==> config.mk <==
export PLATFORM = sky130hd
export DESIGN_NAME = pipe_stall_ctrl
export DESIGN_NICKNAME = d
export VERILOG_FILES = /design/src/rtl/pipe_stall_ctrl.sv
export SDC_FILE = /design/constraint.sdc
export NUM_CORES = 1
export LEC_CHECK = 0
export ABC_AREA = 1
export CAP_MARGIN = 20
export CORE_MARGIN = 5
export CORE_UTILIZATION = 38
export CTS_CLUSTER_DIAMETER = 120
export CTS_CLUSTER_SIZE = 10
export DETAILED_ROUTE_END_ITERATION = 8
export MAX_ROUTING_LAYER = met4
export PLACE_DENSITY_LB_ADDON = 0.12
export SETUP_SLACK_MARGIN = 0.5
export SKIP_CTS_REPAIR_TIMING = 1
export SLEW_MARGIN = 20
export SYNTH_ARGS = -nofsm -noshare
export SYNTH_HDL_FRONTEND = slang
export SYNTH_SLANG_ARGS = --single-unit
==> constraint.sdc <==
create_clock -name clk -period 1.2 [get_ports clk]
set_input_delay 0.18 -clock clk [delete_from_list [all_inputs] [get_ports clk]]
set_output_delay 0.18 -clock clk [all_outputs]
set_load 0.01 [all_outputs]
==> src/rtl/pipe_stall_ctrl.sv <==
// Pipeline stall controller: merges ID/EX stall requests and sequences multi-cycle EX ops.
// Optional STALL_PERF_CNT_EN adds 32-bit ID/EX stall-cycle performance counters.
module pipe_stall_ctrl #(
    parameter int MC_W = 6
) (
    input  logic            clk,
    input  logic            rst,
    input  logic            stallreq_id,
    input  logic            stallreq_ex,
    input  logic            ex_mc_start,
    input  logic [MC_W-1:0] ex_mc_cycles,
    output logic [5:0]      stall,
    output logic            mc_busy,
    output logic [MC_W-1:0] mc_cnt,
    output logic            mc_last
`ifdef STALL_PERF_CNT_EN
    ,
    output logic [31:0]     perf_id_stalls,
    output logic [31:0]     perf_ex_stalls
`endif
);

    typedef enum logic {IDLE = 1'b0, BUSY = 1'b1} state_t;

    localparam logic [5:0] PAT_NONE = 6'b000000;
    localparam logic [5:0] PAT_ID   = 6'b000111;
    localparam logic [5:0] PAT_EX   = 6'b001111;

    state_t state;
    logic   start_ok;
    logic   ex_class;

    // A zero-length start is treated as no start at all.
    assign start_ok = (state == IDLE) && ex_mc_start && (ex_mc_cycles != '0);
    assign ex_class = (state == BUSY) || start_ok || stallreq_ex;

    always_comb begin
        stall   = PAT_NONE;
        mc_last = 1'b0;
        if (!rst) begin
            if (ex_class)
                stall = PAT_EX;
            else if (stallreq_id)
                stall = PAT_ID;
            mc_last = ((state == BUSY) && (mc_cnt == '0)) ||
                      (start_ok && (ex_mc_cycles == MC_W'(1)));
        end
    end

    always_ff @(posedge clk) begin
        if (rst) begin
            state   <= IDLE;
            mc_cnt  <= '0;
            mc_busy <= 1'b0;
        end else begin
            case (state)
                IDLE: begin
                    if (start_ok && (ex_mc_cycles != MC_W'(1))) begin
                        state   <= BUSY;
                        mc_cnt  <= ex_mc_cycles - MC_W'(2);
                        mc_busy <= 1'b1;
                    end
                end
                BUSY: begin
                    if (mc_cnt == '0) begin
                        state   <= IDLE;
                        mc_busy <= 1'b0;
                    end else begin
                        mc_cnt <= mc_cnt - MC_W'(1);
                    end
                end
                default: begin
                    state   <= IDLE;
                    mc_cnt  <= '0;
                    mc_busy <= 1'b0;
                end
            endcase
        end
    end

`ifdef STALL_PERF_CNT_EN
    always_ff @(posedge clk) begin
        if (rst) begin
            perf_id_stalls <= '0;
            perf_ex_stalls <= '0;
        end else begin
            if (stall == PAT_ID)
                perf_id_stalls <= perf_id_stalls + 32'd1;
            if (stall == PAT_EX)
                perf_ex_stalls <= perf_ex_stalls + 32'd1;
        end
    end
`endif

endmodule

==> reports/qor.yml, run 1 <==
hold_viol_final: 0
seq_area_um2: 178
p_leak_nw: 0.646
htreeDepth: 1
synth_top_family_by_area: "simple AND/OR/NAND/NOR gates"
boundaryPins: 25
ant_nets: 0
fin_nets: 169
wl_met2_mm: 1.25
final_design_area_no_fill_um2: 1280
antenna_found_initial: 0
dp_cells: 164
peakVddDrop_v: 0.000853
clkTransAtPathRegs_ns: 0.06
gp_congestion: 0.791
placementRows: 15
path_class: "flip-flop to output port"
setup-violations-final: 10
cts-root-buf: "clkbuf_4"
clock_path_buffers: 2
r2r-end: "mc_cnt[2]"
via_per_inst: 5.12
violations: "setup timing"
drive_gt1_share_pct: 51.3
worstSetupEndpointType: "output port"
dp.final_hpwl_mm: 1.54
finalMaxSlewViolations: 0
dieArea_um2: 2680
met1Wirelength_um: 873
grt_pass1_wl_mm: 3.11
insertion_delay_ns: 0.25
reg2reg_from: "mc_cnt[0]"
dpl_worst_slack_ns: -0.777
tns_ns: -0.656
vias: 875
synth-xor-area-share_pct: 1.32
synth.top_cell.area_share_pct: 24.1
wl_per_cell_um: 13.2
avgSynthCellArea_um2: 6.15
cp_max_fo: 2
die_w_um: 51.8
yosysTopAreaCell: "dfxtp_1"
placed_area_um2: 1120
required_ns: 1.02
clock-sinks: 8
cts_tree: "done"
drt_pass1_iterations: 5
hold_path.class: "primary input to flip-flop"
port_buffers: 22
setup_slack_ns: -0.154
rrSetupSlack_ns: -0.10
floorplan.initialDensity_pct: 39.3
synth_cells: 108
critPathArrivalTime_ns: 1.17
track_usage_pct: 15.5
muxShareOfSynthArea_pct: 0
overflow: 0
utilization_pct: 75.6
multiInputGateArea_um2: 573
maxUsedRoutingLayer: "met4"
critPathLaunch: "mc_cnt[0]"
wl_mm: 2.26
synth_compound_area_share_pct: 11.1
drt_iter0_markers: 23
fin_crit_sh_pct: 113
synth_seq_area_share_pct: 24.1
max_freq_ghz: 0.738
area_growth_pct: 92.1
layout_commonest_cell: "nand2_1"
start_kind: "flip-flop"
die_h_um: 51.8
r2r_cells: 8
cts_buffers: 3
finalNonFillerCells: 171
critPathCapture: "mc_last"
synth_seq_cells: 8
skew_ns: 0.00188
post-route-drc-count: 0
fin_crit_ns: 1.35
core_area_um2: 1690
layout_common_cells: "21 x nand2_1, 19 x buf_4, 12 x buf_6"
ys_types: 21
num_antenna_cells: 0
status: "complete, but fails checks"
grt_pass1_vias: 757
yosysWarnings: 0
maxCapViolCount: 0
power_density_nw_per_um2: 1090
grt_start_max_net_pins: 10
synth_area_leaders: "dfxtp_1 24%, nand2_1 14%, nor2_1 9.0%, nand3_1 8.3%, inv_1 6.2%"
synthSimpleGateAreaFrac_pct: 44.4
n_fill_cell: 121
synthAdderAreaFrac_pct: 5.65
rsz0062_at_grt: "yes"
syn-cell-area_um2: 664
met3_length_um: 114
[stage by stage]
stage	hold WS [ns]	power (mW)
2_1_floorplan	0.449	0.730
3_5_place_dp	0.464	1.04
3_3_place_gp	0.456	1.03
4_1_cts	0.474	1.27
6_report	0.344	1.39
5_1_grt	0.352	1.48
[state kept, by name, summed over array words and instances (netlist names)]
name,flops
state,1
mc_cnt,6
mc_busy,1
[per-layer routing]
metal | global-route usage (%) | vias up
li1 | - | 435
met1 | 19.3 | 413
met2 | 26.3 | 25
met3 | 2.29 | 2
met4 | 3.93 | 0
met5 | - | -
[cell type report]
type,count,share of cell area [%]
well taps,17,1.67
repair buffers,46,32.5
clock buffers,4,2.06
multi-input cells,84,44.9
flip-flops and latches,8,13.9
inverters,12,4.90
[logic make-up (layout without fill, tap and decap cells)]
kind of cell	count (synthesis)	count (layout)
simple gates	63	64
other cells	1	2
compound gates	14	14
flops	8	8
xor+xnor	1	1
fa+ha+maj	3	3
buf+inv	18	62
[critical path: stages (launching register included)]
cell and delay [ns]:
dfxtp_4 0.35, clkinv_4 0.05, ha_4 0.12, nand4_1 0.11, a21oi_2 0.16, buf_2 0.13
[worst min-delay path by stage]
stage	startpoint	end	cells past startpoint	slack, ns
final	rst	mc_busy	3	0.34
after detailed placement	mc_busy	mc_busy	2	0.46
after CTS	mc_busy	mc_busy	2	0.47
after global routing	rst	mc_busy	3	0.35
after global placement	mc_busy	mc_busy	2	0.46
after floorplan	ex_mc_cycles[0]	mc_cnt[0]	4	0.45
[cell usage after synthesis]
library cell / number
buf_2: 1
nand2_1: 25
o21ai_0: 8
a21oi_2: 1
nor2_1: 16
nand2_2: 1
nand2_4: 1
dfxtp_1: 8
nand3_2: 3
conb_1: 1
a21oi_1: 5
nor2_2: 3
nand3_1: 11
ha_1: 3
nand3b_1: 1
inv_1: 11
clkinv_2: 1
buf_1: 1
buf_4: 4
xor2_1: 1
nand4_1: 2
[power by group]
| group | leakage [nW] | internal, mW | switching (mW) |
|---|---|---|---|
| sequential | 0.0698 | 0.315 | 0.0442 |
| combinational | 0.561 | 0.396 | 0.405 |
| clock | 0.0150 | 0.128 | 0.0983 |
Note: power is estimated with default switching activity, not from simulation.
==> run 2, diff against run 1 <==
Settings changed: ABC_AREA 1 to unset, CORE_UTILIZATION 38 to 37, CTS_CLUSTER_SIZE 10 to 30, PLACE_DENSITY set to 0.73, PLACE_DENSITY_LB_ADDON 0.12 to unset.
==> run 2 against run 1 <==
  * Core utilization increased by 5.0 points
  * Sequential cell count unchanged
  * Critical path type is now primary input to output port
  * Clock power increased by 6%
  * Worst hold slack improved by 0.12 ns
  * Wire length increased by 8.6%
  * Critical path depth increased by 1
  * Total power increased by 3.5%
  * The flow still finishes with violations (setup timing)
  * Combinational power increased by 4.9%
  * Register-to-register slack got worse by 0.24 ns
==> reports/qor.yml, run 2 <==
grt_pass1_wl_mm: 2.99  # -3.6%
reg_top3: "mc_cnt: 6 flops, mc_busy: 1 flops, state: 1 flops"
antenna_found_initial: 0  # unchanged
ant_nets: 0  # unchanged
layout_commonest_cell: "buf_4"
peakVddDrop_v: 0.000907  # +6.3%
setup_slack_ns: -0.474  # -0.319 ns
dpl_worst_slack_ns: -1.14  # -0.367 ns
yosysWarnings: 0  # unchanged
finalNonFillerCells: 152  # -11%
finalMaxSlewViolations: 0  # unchanged
grt_start_max_net_pins: 10  # unchanged
syn-cell-area_um2: 624  # -6.0%
drive_gt1_share_pct: 58.8  # +7.5 points
wl_mm: 2.45  # +8.6%
cts_tree: "done"
dp.final_hpwl_mm: 1.50  # -2.6%
setup-violations-final: 13  # +3
violations: "setup timing"
maxUsedRoutingLayer: "met4"
die_h_um: 51.1  # -1.4%
cts_buffers: 3  # unchanged
cts-root-buf: "clkbuf_4"
synth_seq_area_share_pct: 25.7  # +1.5 points
wl_per_cell_um: 16.1  # +22%
htreeDepth: 1  # unchanged
core_area_um2: 1560  # -7.7%
port_buffers: 22  # unchanged
worstSetupEndpointType: "output port"
yosysTopAreaCell: "dfxtp_1"
yosys-top-cells-count: "8 x a21oi_1, 8 x dfxtp_1, 8 x inv_1"
p_leak_nw: 0.575  # -11%
ys_types: 35  # +67%
drt_iter0_markers: 40  # +74%
utilization_pct: 80.6  # +5.0 points
overflow: 0  # unchanged
clkTransAtPathRegs_ns: 0.05  # about the same
holdWs_ns: 0.462  # +0.118 ns
status: "complete, but fails checks"
clock_path_buffers: 2  # unchanged
synth_flop_cell: "dfxtp_1"
wl_met2_mm: 1.31  # +4.1%
track_usage_pct: 15.2  # -0.29 points
synth_cells: 81  # -25%
largest_reg_flops: 6  # unchanged
dieArea_um2: 2610  # -2.8%
floorplan.initialDensity_pct: 40.0  # +0.71 points
synth.top_cell.area_share_pct: 25.7  # +1.5 points
skew_ns: 0.0158  # +0.0139 ns
dp_cells: 141  # -14%
post-route-drc-count: 0  # unchanged
critPathArrivalTime_ns: 1.49  # +0.32 ns
cp_max_fo: 3  # +1
area_growth_pct: 101
clock-sinks: 8  # unchanged
synth_edf_count: 0  # unchanged
avgSynthCellArea_um2: 7.71  # +25%
synth_seq_cells: 8  # unchanged
synthArstFlopShare_pct: 0  # unchanged
placementRows: 14  # -1
gp_congestion: 0.901  # +14%
insertion_delay_ns: 0.27  # +0.02 ns
met1Wirelength_um: 924  # +5.8%
hold_viol_final: 0  # unchanged
fin_crit_sh_pct: 139  # +27 points
via_per_inst: 5.60  # +9.4%
die_w_um: 51.1  # -1.4%
start_kind: "primary input"
required_ns: 1.02  # about the same
num_antenna_cells: 0  # unchanged
max_freq_ghz: 0.598  # -19%
layout_common_cells: "25 x buf_4, 19 x buf_6, 6 x inv_1, 6 x nand2_1, 6 x clkdlybuf4s50_1"
boundaryPins: 25  # unchanged
met3_length_um: 173  # +52%
fin_crit_ns: 1.67  # +0.319 ns
path_class: "primary input to output port"
hold_path.class: "flip-flop to flip-flop"
grt_pass1_vias: 733  # -3.2%
vias: 851  # -2.7%
fin_nets: 151  # -11%
rsz0062_at_grt: "yes"
top_register: "mc_cnt"
drt_pass1_iterations: 4  # -1
maxCapViolCount: 0  # unchanged
power_density_nw_per_um2: 1140  # +5.1%
synth_area_leaders: "dfxtp_1 26%, a21oi_1 6.4%, buf_4 6.0%, ha_1 6.0%, inv_1 4.8%"
power_mw: 1.43  # +3.5%
==> run 2: cell types whose count changed after synthesis, sizes merged, moves of 2 or more <==
| cell | before | now |
|---|---|---|
| nand2 | 27 | 6 |
| nor2 | 19 | 6 |
| nand3 | 14 | 3 |
| o21ai | 8 | 2 |
| inv | 11 | 8 |
| nor2b | 0 | 3 |
| o31ai | 0 | 3 |
| o32ai | 0 | 3 |
| a21oi | 6 | 8 |
| clkbuf | 0 | 2 |
| nand4 | 2 | 0 |
==> run 2: cells by family after synthesis <==
logic type / after synthesis / synth area share [%]
compound gates: 28 / 33.9
xor+xnor: 2 / 2.81
fa+ha+maj: 3 / 6.01
buf+inv: 16 / 12.6
flops: 8 / 25.7
other cells: 1 / 0.601
simple gates: 23 / 18.4
==> run 2: path summary, 6_finish.rpt <==
| kind | cells past startpoint | to | start | slack (ns) |
|---|---|---|---|---|
| hold / removal | 2 | mc_busy | mc_busy | 0.46 |
| setup / recovery | 6 | stall[0] | ex_mc_cycles[4] | -0.47 |
| hold reg to reg | 2 | mc_busy | mc_busy | 0.46 |
| setup reg to reg | 8 | mc_cnt[3] | mc_cnt[0] | -0.34 |
==> run 2: power breakdown <==
group | switching (mW) | internal, mW | leakage [nW]
Sequential | 0.0414 | 0.313 | 0.0692
Combinational | 0.370 | 0.469 | 0.491
Clock | 0.112 | 0.128 | 0.0150
Total | 0.523 | 0.910 | 0.575
==> run 2: per-layer routing <==
metal,global-route usage [%],vias up
li1,-,393
met4,4.04,0
met1,17.0,410
met5,-,-
met2,26.2,44
met3,4.65,4
==> run 2: layout make-up <==
class                           instances  area (um^2)
Fill cell                             100          303
Inverter                                8         35.0
Clock buffer                            4         26.3
Tap cell                               16         20.0
Multi-Input combinational cell         58          484
Timing Repair Buffer                   58          517
Sequential cell                         8          174
==> run 2: critical path, stage by stage <==
cell and delay [ns]:
buf_6 0.09, or4_4 0.56, o31ai_4 0.25, a21oi_2 0.09, a21o_1 0.18, buf_2 0.14
==> run 2: per-stage QoR <==
step	instance area (um^2)	setup TNS, ns
4_1_cts	1110	-11.32
2_1_floorplan	677	-2.67
3_5_place_dp	1080	-11.80
5_1_grt	1260	-5.55
6_report	1260	-5.10
3_3_place_gp	1080	-11.43
